File: config.mk
export PLATFORM = sky130hd
export DESIGN_NAME = lcd_msg_scheduler_flat
export DESIGN_NICKNAME = d
export VERILOG_FILES = /design/src/rtl/lcd_msg_scheduler_pkg.sv /design/src/rtl/lcd_msg_scheduler_if.sv /design/src/rtl/lcd_msg_scheduler_rr_arbiter.sv /design/src/rtl/lcd_msg_scheduler.sv /design/src/flat_wrapper.sv
export SDC_FILE = /design/constraint.sdc
export NUM_CORES = 1
export LEC_CHECK = 0
export ABC_AREA = 1
export CAP_MARGIN = 25
export CORE_ASPECT_RATIO = 2
export CORE_MARGIN = 2
export CORE_UTILIZATION = 54
export DETAILED_ROUTE_END_ITERATION = 10
export MAX_ROUTING_LAYER = met4
export PLACE_DENSITY = 0.8
export SYNTH_ARGS = -nofsm -noshare
export SYNTH_HDL_FRONTEND = slang
export SYNTH_HIERARCHICAL = 1
export SYNTH_SLANG_ARGS = --single-unit
File: constraint.sdc
create_clock -name clk_i -period 1.9 [get_ports clk_i]
set_clock_uncertainty 0.15 [all_clocks]
set_input_delay 0.38 -clock clk_i [delete_from_list [all_inputs] [get_ports clk_i]]
set_output_delay 0.38 -clock clk_i [all_outputs]
set_load 0.01 [all_outputs]
File: src/rtl/lcd_msg_scheduler_pkg.sv
// lcd_msg_scheduler_pkg: FSM states, message IDs shared with the LCD writer, and sizing helpers.
package lcd_msg_scheduler_pkg;
  typedef enum logic [2:0] {
    S_IDLE,
    S_START,
    S_WAIT_DONE,
    S_HOLD,
    S_RELEASE
  } state_e;
  localparam logic [2:0] MSG_BLANK   = 3'd0;
  localparam logic [2:0] MSG_SUCCESS = 3'd1;
  localparam logic [2:0] MSG_FAIL    = 3'd2;
  localparam logic [2:0] MSG_SCORE   = 3'd3;
  localparam logic [2:0] MSG_LEVEL   = 3'd4;
  function automatic int idx_w(input int n);
    return (n > 1) ? $clog2(n) : 1;
  endfunction
  function automatic int cnt_w(input int a, input int b);
    return $clog2((a > b) ? a : b);
  endfunction
endpackage

File: src/rtl/lcd_msg_scheduler_if.sv
// lcd_msg_scheduler_if: requester bus plus LCD writer handshake seen by the scheduler.
interface lcd_msg_scheduler_if #(
  parameter int N_REQ = 4,
  parameter int MSG_W = 3
);
  logic [N_REQ-1:0]       req;
  logic [N_REQ*MSG_W-1:0] req_msg;
  logic [N_REQ-1:0]       grant;
  logic [N_REQ-1:0]       ack;
  logic                   err;
  logic                   busy;
  logic                   wr_start;
  logic [MSG_W-1:0]       wr_msg;
  logic                   wr_busy;
  logic                   wr_done;
  modport master (
    input  req, req_msg, wr_busy, wr_done,
    output grant, ack, err, busy, wr_start, wr_msg
  );
  modport slave (
    output req, req_msg, wr_busy, wr_done,
    input  grant, ack, err, busy, wr_start, wr_msg
  );
endinterface

File: src/rtl/lcd_msg_scheduler_rr_arbiter.sv
// lcd_msg_scheduler_rr_arbiter: combinational round-robin pick, first set request at or above ptr_i.
module lcd_msg_scheduler_rr_arbiter #(
  parameter int N  = 4,
  parameter int IW = 2
) (
  input  logic [N-1:0]  req_i,
  input  logic [IW-1:0] ptr_i,
  output logic [N-1:0]  gnt_o,
  output logic [IW-1:0] idx_o,
  output logic          any_o
);
  always_comb begin
    idx_o = '0;
    any_o = |req_i;
    // scan from the far end so the closest request to ptr_i is the last one written
    for (int i = N - 1; i >= 0; i--) begin
      if (req_i[(int'(ptr_i) + i) % N]) idx_o = IW'((int'(ptr_i) + i) % N);
    end
    gnt_o = any_o ? (N'(1) << idx_o) : '0;
  end
endmodule

File: src/rtl/lcd_msg_scheduler.sv
// lcd_msg_scheduler: round-robin owner of the LCD writer with start pulse, hold time and watchdog.
module lcd_msg_scheduler
  import lcd_msg_scheduler_pkg::*;
#(
  parameter int N_REQ    = 4,
  parameter int MSG_W    = 3,
  parameter int HOLD_CYC = 2000000,
  parameter int TIMEOUT  = 100000
) (
  input logic                  clk_i,
  input logic                  resetn_i,
  lcd_msg_scheduler_if.master  bus
);
  localparam int IW = idx_w(N_REQ);
  localparam int CW = cnt_w(HOLD_CYC, TIMEOUT);
  state_e            state_q;
  logic [CW-1:0]     cnt_q;
  logic [IW-1:0]     rr_q, win_q, rr_d;
  logic [N_REQ-1:0]  grant_q, ack_q;
  logic              err_q, busy_q, start_q;
  logic [MSG_W-1:0]  msg_q;
  logic [N_REQ-1:0]  arb_gnt;
  logic [IW-1:0]     arb_idx;
  logic              arb_any;
  logic [MSG_W-1:0]  arb_msg;
  lcd_msg_scheduler_rr_arbiter #(.N(N_REQ), .IW(IW)) u_arb (
    .req_i (bus.req),
    .ptr_i (rr_q),
    .gnt_o (arb_gnt),
    .idx_o (arb_idx),
    .any_o (arb_any)
  );
  assign arb_msg = bus.req_msg[arb_idx*MSG_W +: MSG_W];
  assign rr_d    = (win_q == IW'(N_REQ - 1)) ? '0 : win_q + 1'b1;
  always_ff @(posedge clk_i) begin
    if (!resetn_i) begin
      state_q <= S_IDLE;
      cnt_q   <= '0;
      rr_q    <= '0;
      win_q   <= '0;
      grant_q <= '0;
      ack_q   <= '0;
      err_q   <= 1'b0;
      busy_q  <= 1'b0;
      start_q <= 1'b0;
      msg_q   <= '0;
    end else begin
      start_q <= 1'b0;
      ack_q   <= '0;
      err_q   <= 1'b0;
      case (state_q)
        S_IDLE: if (arb_any) begin
          grant_q <= arb_gnt;
          win_q   <= arb_idx;
          msg_q   <= arb_msg;
          busy_q  <= 1'b1;
          state_q <= S_START;
        end
        S_START: if (!bus.wr_busy) begin
          start_q <= 1'b1;
          cnt_q   <= '0;
          state_q <= S_WAIT_DONE;
        end
        S_WAIT_DONE: begin
          cnt_q <= cnt_q + 1'b1;
          // a completion coinciding with the watchdog limit still counts as success
          if (bus.wr_done) begin
            cnt_q   <= '0;
            state_q <= S_HOLD;
          end else if (cnt_q == CW'(TIMEOUT - 1)) begin
            err_q   <= 1'b1;
            state_q <= S_RELEASE;
          end
        end
        S_HOLD: begin
          cnt_q <= cnt_q + 1'b1;
          if (cnt_q == CW'(HOLD_CYC - 1)) state_q <= S_RELEASE;
        end
        S_RELEASE: begin
          ack_q   <= grant_q;
          grant_q <= '0;
          busy_q  <= 1'b0;
          rr_q    <= rr_d;
          state_q <= S_IDLE;
        end
        default: state_q <= S_IDLE;
      endcase
    end
  end
  assign bus.grant    = grant_q;
  assign bus.ack      = ack_q;
  assign bus.err      = err_q;
  assign bus.busy     = busy_q;
  assign bus.wr_start = start_q;
  assign bus.wr_msg   = msg_q;
endmodule
File: src/flat_wrapper.sv
// flat-port wrapper written by rule: the top's interface ports become plain ports
module lcd_msg_scheduler_flat import lcd_msg_scheduler_pkg::*;
#(
  parameter int N_REQ    = 4,
  parameter int MSG_W    = 3,
  parameter int HOLD_CYC = 2000000,
  parameter int TIMEOUT  = 100000
)
  (clk_i, resetn_i, bus_req, bus_req_msg, bus_wr_busy, bus_wr_done, bus_grant, bus_ack, bus_err, bus_busy, bus_wr_start, bus_wr_msg);
  lcd_msg_scheduler_if #(.N_REQ(N_REQ), .MSG_W(MSG_W)) bus_i ();
  input logic clk_i;
  input logic resetn_i;
  input wire logic [$bits(bus_i.req)-1:0] bus_req;
  input wire logic [$bits(bus_i.req_msg)-1:0] bus_req_msg;
  input wire logic [$bits(bus_i.wr_busy)-1:0] bus_wr_busy;
  input wire logic [$bits(bus_i.wr_done)-1:0] bus_wr_done;
  output wire logic [$bits(bus_i.grant)-1:0] bus_grant;
  output wire logic [$bits(bus_i.ack)-1:0] bus_ack;
  output wire logic [$bits(bus_i.err)-1:0] bus_err;
  output wire logic [$bits(bus_i.busy)-1:0] bus_busy;
  output wire logic [$bits(bus_i.wr_start)-1:0] bus_wr_start;
  output wire logic [$bits(bus_i.wr_msg)-1:0] bus_wr_msg;
  assign bus_i.req = bus_req;
  assign bus_i.req_msg = bus_req_msg;
  assign bus_i.wr_busy = bus_wr_busy;
  assign bus_i.wr_done = bus_wr_done;
  assign bus_grant = bus_i.grant;
  assign bus_ack = bus_i.ack;
  assign bus_err = bus_i.err;
  assign bus_busy = bus_i.busy;
  assign bus_wr_start = bus_i.wr_start;
  assign bus_wr_msg = bus_i.wr_msg;
  lcd_msg_scheduler #(.N_REQ(N_REQ), .MSG_W(MSG_W), .HOLD_CYC(HOLD_CYC), .TIMEOUT(TIMEOUT)) u_core (.clk_i(clk_i), .resetn_i(resetn_i), .bus(bus_i));
endmodule
# Word level (Yosys, flattened, before mapping)
# Cells that the tools add are included.
[classes]
addsub = 5
mul = 1
n_div = 0
n_lt_le_gt_ge = 4
n_eq_ne = 11
shifts = 2
muxes = 31
bitwise_logic = 5
n_reduce_logical = 14
[ops]
columns = ["cell", "n"]
rows = [
  ["21-bit case mux with 3 select lines", 1],
  ["21-bit 2-to-1 mux", 2],
  ["21-bit by 1-bit adder with 21-bit output (second input constant)", 1],
  ["21-bit by 17-bit equality test with 1-bit output (second input constant)", 1],
  ["21-bit equality test (second input constant)", 1],
  ["3-bit 2-to-1 mux", 5],
  ["3-bit by 4-bit less-than comparator with 1-bit output (second input constant)", 3],
  ["3-bit case mux with 4 select lines", 1],
  ["12-bit by 5-bit variable part select with 3-bit output", 1],
  ["1-bit 2-to-1 mux", 10],
  ["2-bit 2-to-1 mux", 5],
  ["2-bit AND reduction", 5],
  ["1-bit binary-select mux with 2-bit select", 4],
  ["4-bit case mux with 2 select lines", 1],
  ["3-bit by 2-bit equality test with 1-bit output (second input constant)", 2],
  ["2-bit OR reduction", 3],
  ["2-bit by 1-bit adder with 2-bit output (second input constant)", 2],
  ["2-bit adder (second input constant)", 2],
  ["2-bit by 2-bit multiplier with 4-bit output (second input constant)", 1],
  ["4-bit 2-to-1 mux", 1],
  ["2-bit by 1-bit inequality test with 1-bit output (second input constant)", 2],
  ["4-bit AND reduction", 1],
  ["4-bit OR reduction", 1],
  ["1-bit by 2-bit left shift with 4-bit output (first input constant)", 1],
  ["13 further kinds", 16],
]
[totals]
register_bits = 42
latch_bits = 0
mem_bits_rw = 0
rom_bits = 0
in_bits = 20
n_memories = 0

# Depth between registers and ports, before layout
# Gate-level depths: netlist of run 1.
[logic_depth]
ltp_word = 13
ltp_mapped = 14
ltp_nobuf = 14

# Cells and area by module
# The synthesis of run 1 kept the hierarchy.
[modules_own_cells]
columns = ["module", "instances", "cells_per_inst", "area_per_inst_um2", "seq_area_each_um2"]
rows = [
  ["lcd_msg_scheduler", 1, 307, 2080.7, 840.8],
  ["lcd_msg_scheduler_rr_arbiter", 1, 66, 281.5, 0.0],
]

# Worst setup path before layout of run 1
# Ideal clock, no wire load.
[synth_timing]
kind = "register to register"
start = "reg u_core.rr_q[0]"
end = "reg u_core.msg_q[0], in the netlist u_core/bus.wr_msg[0]"
setup_time_ps = 64
arrival_time_ps = 1562
slack_ps = 124
path_stages_with_launch = 15
path_buffers = 0
synth_period_minus_slack_ps = 1776
cell_sequence = "dfxtp_1 -> inv_1 -> nand2_1 -> nand2_1 -> nand2_1 -> nand2_1 -> inv_1 -> nand3_1 -> nand2_2 -> nand2_2 -> inv_1 -> nor2_1 -> o32ai_1 -> nor2_1 -> nor2_1"
[synth_between]
elab_chain_len = 10
elab_cells_between_ends = 20
cone_classes = "3 x add/sub; 1 x mul; 1 x shift; 15 x mux"
[synth_rtl]
columns = ["element", "line", "text"]
rows = [
  ["start: declaration", "lcd_msg_scheduler.sv:18", "logic [IW-1:0] rr_q, win_q, rr_d;"],
  ["start signal: assignment", "lcd_msg_scheduler.sv:83", "rr_q <= rr_d;"],
  ["2-bit adder", "lcd_msg_scheduler_rr_arbiter.sv:17", "if (req_i[(int'(ptr_i) + i) % N]) idx_o = IW'((int'(ptr_i) + i) % N);"],
  ["1-bit binary-select mux with 2-bit select", "lcd_msg_scheduler_rr_arbiter.sv:17", ""],
  ["1-bit 2-to-1 mux (not written as such) (2 in a row)", "lcd_msg_scheduler_rr_arbiter.sv:17", ""],
  ["2-bit 2-to-1 mux (3 in a row)", "lcd_msg_scheduler_rr_arbiter.sv:17", ""],
  ["2-bit 2-to-1 mux (*)", "lcd_msg_scheduler_rr_arbiter.sv:17", ""],
  ["named net u_core.arb_idx[0]", "lcd_msg_scheduler.sv:23", "logic [IW-1:0] arb_idx;"],
  ["2-bit by 2-bit multiplier with 4-bit output (*)", "lcd_msg_scheduler.sv:33", "assign arb_msg = bus.req_msg[arb_idx*MSG_W +: MSG_W];"],
  ["12-bit by 5-bit variable part select with 3-bit output (*)", "lcd_msg_scheduler.sv:33", ""],
  ["end signal: assignment", "lcd_msg_scheduler.sv:55", "msg_q <= arb_msg;"],
  ["end: declaration", "lcd_msg_scheduler.sv:21", "logic [MSG_W-1:0] msg_q;"],
]
# The timed path passes the listed nets; every way through them passes the cells marked *. The select of a mux whose other input is x is not followed.
# A chain may end at the register's enable or synchronous reset.

# Worst setup path after layout of run 1
# Same ends and word-level chain as after synthesis.

==> results of run 1 <==
==> cells by family after synthesis <==
group	share of synthesized area, %
xor gates and xnor gates	1.85
AOI/OAI and AO/OA	12.2
DFF	35.6
buffers and inverters	9.32
adders and majority gates	1.06
and+or+nand+nor	40.0
==> cell type report <==
cell class                 instances  share of cell area (%)
multi-input combinational        278                    44.7
sequential                        42                    24.8
timing repair buffer              70                    18.6
inverter                          48                    5.69
clock buffer                       6                    2.41
tap                               54                    1.97
clock inverter                     2                    1.75
==> state kept, by name (all words and copies together), names as in the netlist, 2 cells and up <==
register           count
u_core/cnt_q          21
u_core/bus.ack         4
u_core/bus.grant       4
u_core/bus.wr_msg      3
u_core/state_q         3
u_core/rr_q            2
u_core/win_q           2
==> critical path: cells and delay by family (launching register included) <==
kind,cells,cell delay (ns)
simple gates,10,0.91
flops,1,0.41
buf+inv,3,0.23
compound gates,1,0.26
==> cells in the final DEF, fill, tap and decap left out, types with 7 or more instances in the layout <==
cell type        instances
clkdlybuf4s50_1         29
o21ai_0                  9
buf_4                   30
inv_2                    7
nor3_1                   8
nand2_4                  9
dfxtp_1                 38
nand2_1                 85
nand3_1                 16
inv_1                   36
nand2_2                 16
nand4_1                  9
a21oi_1                 23
nor2_1                  57
nor2_2                   7
==> final timing paths <==
kind              cells after the start  slack [ns]                    to       startpoint
setup / recovery                     14       -0.14  u_core/bus.wr_msg[0]   u_core/rr_q[0]
hold / removal                        1        0.29       u_core/cnt_q[0]  u_core/cnt_q[0]
setup reg to reg                     14       -0.14  u_core/bus.wr_msg[0]   u_core/rr_q[0]
hold reg to reg                       1        0.29       u_core/cnt_q[0]  u_core/cnt_q[0]
==> metrics by stage <==
step	utilization [%]	setup TNS, ns	total power (W)	instance area, sq um
floorplan	-	0	0.00198	2360
global placement	68.6	-3.54	0.00259	2950
detailed placement	68.6	-4.77	0.00262	2950
CTS	74.5	0	0.00357	3200
global route	79.8	-1.28	0.00410	3430
finish	79.8	-0.514	0.00391	3430
==> power groups by stage <==
| stage | Clock (W) | Sequential (W) | Combinational [W] |
|---|---|---|---|
| final | 0.000871 | 0.00112 | 0.00192 |
| after global routing | 0.000912 | 0.00114 | 0.00205 |
| after CTS | 0.000878 | 0.00111 | 0.00159 |
| after detailed placement | 0 | 0.00112 | 0.00150 |
| after global placement | 0 | 0.00112 | 0.00147 |
| after floorplan | 0 | 0.00112 | 0.000857 |
==> metal layers <==
metal / vias up / wire [microns]
li1: 1341 / -
met1: 1269 / 2510
met2: 95 / 4350
met3: 50 / 253
met4: 0 / 504
met5: - / 0
==> what timing repair did <==
| item | 4_1_cts | 5_1_grt |
|---|---|---|
| setup endpoints to repair | 5 | 13 |
| buffers inserted | 2 | 7 |
| resized for setup | 38 | 54 |
| pin swaps | 18 | 16 |
| gates cloned | 0 | 0 |
==> impl_metrics.toml, run 1 <==
[outcome]
status = "finished, violations left"
violations = "setup timing"

[routing]
remaining_drc_errors = 0
routed_wirelength_mm = 7.62
vias = 2755
vias_per_cell = 5.51
dr.pass1.iters = 4
drtIter0Drc = 102
wl_per_cell_microns = 15.2
ant_nets = 0

[worst_setup_path]
cp_common_cell = "nand2_4"
cp_max_fo = 8
worst_path_largest_cell_delay_ns = 0.41
crit_chain = "inv_4 -> nand2_1 -> nand2_4 -> nand2_4 -> nand2_1 -> inv_1 -> nand3_2 -> nand2_2 -> nand2_4 -> inv_6 -> nor2_2 -> o32ai_2 -> nor2_1 -> nor2_1"
endpoint_kind = "flop"
crit_path_start_kind = "flop"
required_ns = 1.98
worstSetupPathType = "flop to flop"
cp.arrival_ns = 2.13
cpMaxStageDelayCell = "dfxtp_4"

[sta]
max_slew_margin_pct = 66.5
grt_setup_unrepaired = "yes"
tightest_slew_ns = 0.499
drv_slew = 0
timing.fmax_mhz = 489
hold_violations = 0
finalWorstSetupSlack_ns = -0.144
fin_crit_sh_pct = 108
hold-worst-slack_ns = 0.295
min_period_ns = 2.04
setup_viol = 5

[power_and_ir_drop]
switching_share_pct = 38.8
intPower_w = 0.00239
power_density_mw_per_mm2 = 1140
p_seq_share_pct = 28.7
power.share.combinational_pct = 49.0
clkPwrFrac_pct = 22.3
irDropWorstVdd_v = 0.00120
power.switching_w = 0.00152
p_leak_nw = 1.46

[synthesis]
synthCells = 373
synthTopCellsByCount = "nand2_1, nor2_1, inv_1"
ys_types = 30
ys_seq_elements = 42
yosys.area.top_type = "dfxtp_1"
ys.flop_type = "dfxtp_1"
syn_area_sq_mm = 0.00236
synth_edf_count = 0
yosysTopAreaCellShare_pct = 35.6
ys_top_cells_by_area = "dfxtp_1, nand2_1, nor2_1, inv_1, a21oi_1"
synth_seq_area_share_pct = 35.6
synth_most_common_cell = "nand2_1"
synth-async-reset-ratio_pct = 0
syn-num-nets = 395
ys_warn_count = 6
syn_area_per_cell_sq_um = 6.33

[clocking]
holdBufCountCts = 0
clock_latency_ns = 0.29
htree_levels = 2
cts.sinks = 42
clk_path_buf_depth = 2
tritoncts = "yes"
cts_root_buffer = "clkbuf_8"
numCtsBuffers = 5
clk_pin_slew_ns = 0.08

[finish]
layout-drive-gt1-share_pct = 26.2
ff_latch_area_sq_um = 851
area_delta_synth_final_pct = 45.1
diodes = 0
n_fill_cell = 291
multi_input_area_sq_mm = 0.00153
fin_cells = 500
nets = 467

[floorplanning]
initial_core_util_pct = 55.0
die-area_sq_mm = 0.00495
boundaryPins = 34
rows = 34
coreArea_sq_mm = 0.00430
die_h_microns = 97.5
dieWidth_microns = 50.8

[job]
drv_cap = 0

[global_route]
grt.overflow.total = 0
gr-max-usage-layer = "met2"
antenna_found_initial = 0
use_met1_pct = 26.0
use_met3_pct = 4.00
gr-usage-all-layers_pct = 29.5
grt_max_degree = 16
grt_pass1_wl_mm = 11.2
grt_pass1_vias = 2682
grt_use_met2_pct = 55.3

[placement]
io_buffers = 33
place_congestion = 0.885
place_ws_ns = -0.477
dpl.hpwl_mm = 4.84
dp_cells = 483

[min_path]
hold_path_class = "flop to flop"
Power figures use the tool's default switching activity.
==> run 2: changes to the inputs <==
--- a/config.mk
+++ b/config.mk
@@ -13,2 +13,3 @@
 export DETAILED_ROUTE_END_ITERATION = 10
+export HOLD_SLACK_MARGIN = 0.03
 export MAX_ROUTING_LAYER = met4
==> constraint.sdc (replaced) <==
create_clock -name clk_i -period 1.9 [get_ports clk_i]
set_clock_uncertainty 0.15 [all_clocks]
set_input_delay 0.57 -clock clk_i [delete_from_list [all_inputs] [get_ports clk_i]]
set_output_delay 0.57 -clock clk_i [all_outputs]
set_load 0.01 [all_outputs]
==> impl_metrics.toml, run 2 (synthesis gave the netlist of run 1 again) <==
[outcome]
status = "finished, violations left"
violations = "setup timing"

[finish]
finalInstanceArea_sq_mm = 0.00345
ff_latch_area_sq_um = 847
regMostFlops = "u_core/cnt_q"
mostFrequentLayoutCells = "nand2_1, nor2_1, dfxtp_1"
n_fill_cell = 296
largest_reg_flops = 21
diodes = 0
area_delta_synth_final_pct = 46.0
layout_commonest_cell = "nand2_1"
layout-drive-gt1-share_pct = 29.1
multi_input_area_sq_mm = 0.00156
nets = 467

[global_route]
use_met3_pct = 4.15
gr-max-usage-layer = "met2"
gr-usage-all-layers_pct = 28.8
grt.overflow.total = 0
grt_use_met2_pct = 55.9
grt_pass1_vias = 2607
antenna_found_initial = 0
grt_max_degree = 16
grt_pass1_wl_mm = 10.8
use_met1_pct = 23.9

[routing]
vias = 2761
dr.pass1.iters = 4
remaining_drc_errors = 0
wl_per_cell_microns = 14.9
vias_per_cell = 5.52
ant_nets = 0
drtIter0Drc = 139
routed_wirelength_mm = 7.44

[clocking]
tritoncts = "yes"
cts.sinks = 42
numCtsBuffers = 5
clock_latency_ns = 0.30
holdBufCountCts = 0
cts_root_buffer = "clkbuf_8"
clk_pin_slew_ns = 0.08
htree_levels = 2
clk_path_buf_depth = 2

[placement]
placed_area_sq_mm = 0.00294
io_buffers = 33
place_ws_ns = -0.620
dpl.hpwl_mm = 4.88
place_congestion = 0.903

[power_and_ir_drop]
power_density_mw_per_mm2 = 1110
irDropWorstVdd_v = 0.000842
p_leak_nw = 1.53

[floorplanning]
dieWidth_microns = 50.8
boundaryPins = 34
coreArea_sq_mm = 0.00430
die-area_sq_mm = 0.00495
die_h_microns = 97.5
rows = 34
initial_core_util_pct = 55.0

[worst_setup_path]
worst_path_largest_cell_delay_ns = 0.38
path_delay_family = "simple AND/OR/NAND/NOR gates"
cpMaxStageDelayCell = "dfxtp_4"
crit_chain = "clkbuf_16 -> o21ai_2 -> nand2_2 -> buf_4 -> buf_4 -> nand2_1 -> nand2_2 -> nand2_4 -> o21ai_2 -> o32ai_2 -> nor2_1 -> nor2_1"
worstSetupPathType = "flop to flop"
endpoint_kind = "flop"
required_ns = 1.99
path_buf_inv = 3
cp.arrival_ns = 2.04
cp_max_fo = 8
crit_path_start_kind = "flop"

[sta]
timing.fmax_mhz = 514
min_period_ns = 1.95
grt_setup_unrepaired = "yes"
drv_slew = 0
hold_violations = 0
finalWorstSetupSlack_ns = -0.0468
fin_crit_sh_pct = 102
tightest_slew_ns = 0.557
setup_viol = 3
max_slew_margin_pct = 62.6

[job]
drv_cap = 0

[min_path]
hold_path_class = "flop to flop"
==> run 2: area by class of cell <==
type | instances | share of cell area (%)
clock inverter | 2 | 1.09
sequential | 42 | 24.6
tap | 54 | 1.96
clock buffer | 6 | 2.10
timing repair buffer | 70 | 19.5
multi-input combinational | 278 | 45.2
inverter | 48 | 5.59
==> run 2: worst register-to-register path: cells and delay by family (launching register included) <==
family	cells	cell delay (ns)
AO/OA/AOI/OAI	3	0.32
buffers and inverters	3	0.44
flip-flops	1	0.38
AND/OR/NAND/NOR	6	0.59
==> run 2: through the flow <==
| step | TNS, ns | hold slack (ns) | cells | utilization [%] | total power, W |
|---|---|---|---|---|---|
| floorplan | 0 | 0.292 | 373 | - | 0.00198 |
| global placement | -9.92 | 0.289 | 482 | 68.4 | 0.00258 |
| detailed placement | -10.69 | 0.290 | 482 | 68.4 | 0.00262 |
| CTS | 0 | 0.298 | 492 | 73.7 | 0.00338 |
| global route | -0.681 | 0.317 | 500 | 80.3 | 0.00404 |
| finish | -0.0773 | 0.302 | 500 | 80.3 | 0.00383 |
==> run 2: path summary, 6_finish.rpt <==
check             startpoint              endpoint  slack (ns)  cells after the start
min          u_core/cnt_q[0]       u_core/cnt_q[0]        0.30                      1
max           u_core/rr_q[0]  u_core/bus.wr_msg[2]       -0.05                     12
max reg2reg   u_core/rr_q[0]  u_core/bus.wr_msg[2]       -0.05                     12
min reg2reg  u_core/cnt_q[0]       u_core/cnt_q[0]        0.30                      1
==> run 2: per-layer routing <==
metal	up-vias	part of all wire [%]
met5	-	0
met4	0	6.4
met3	49	3.9
met2	105	57
met1	1278	33
li1	1329	-
==> run 2: where the power goes <==
group,switching [W],leakage (nW),internal (W)
Sequential,0.000111,0.343,0.00100
Clock,0.000316,0.0514,0.000392
Combinational,0.00112,1.14,0.000886
Total,0.00155,1.53,0.00228
==> run 2: timing repair <==
item	CTS	global route
resized for setup	49	66
pin swaps	23	22
buffers inserted	2	6
gates cloned	0	2
endpoints found under the setup margin	18	24
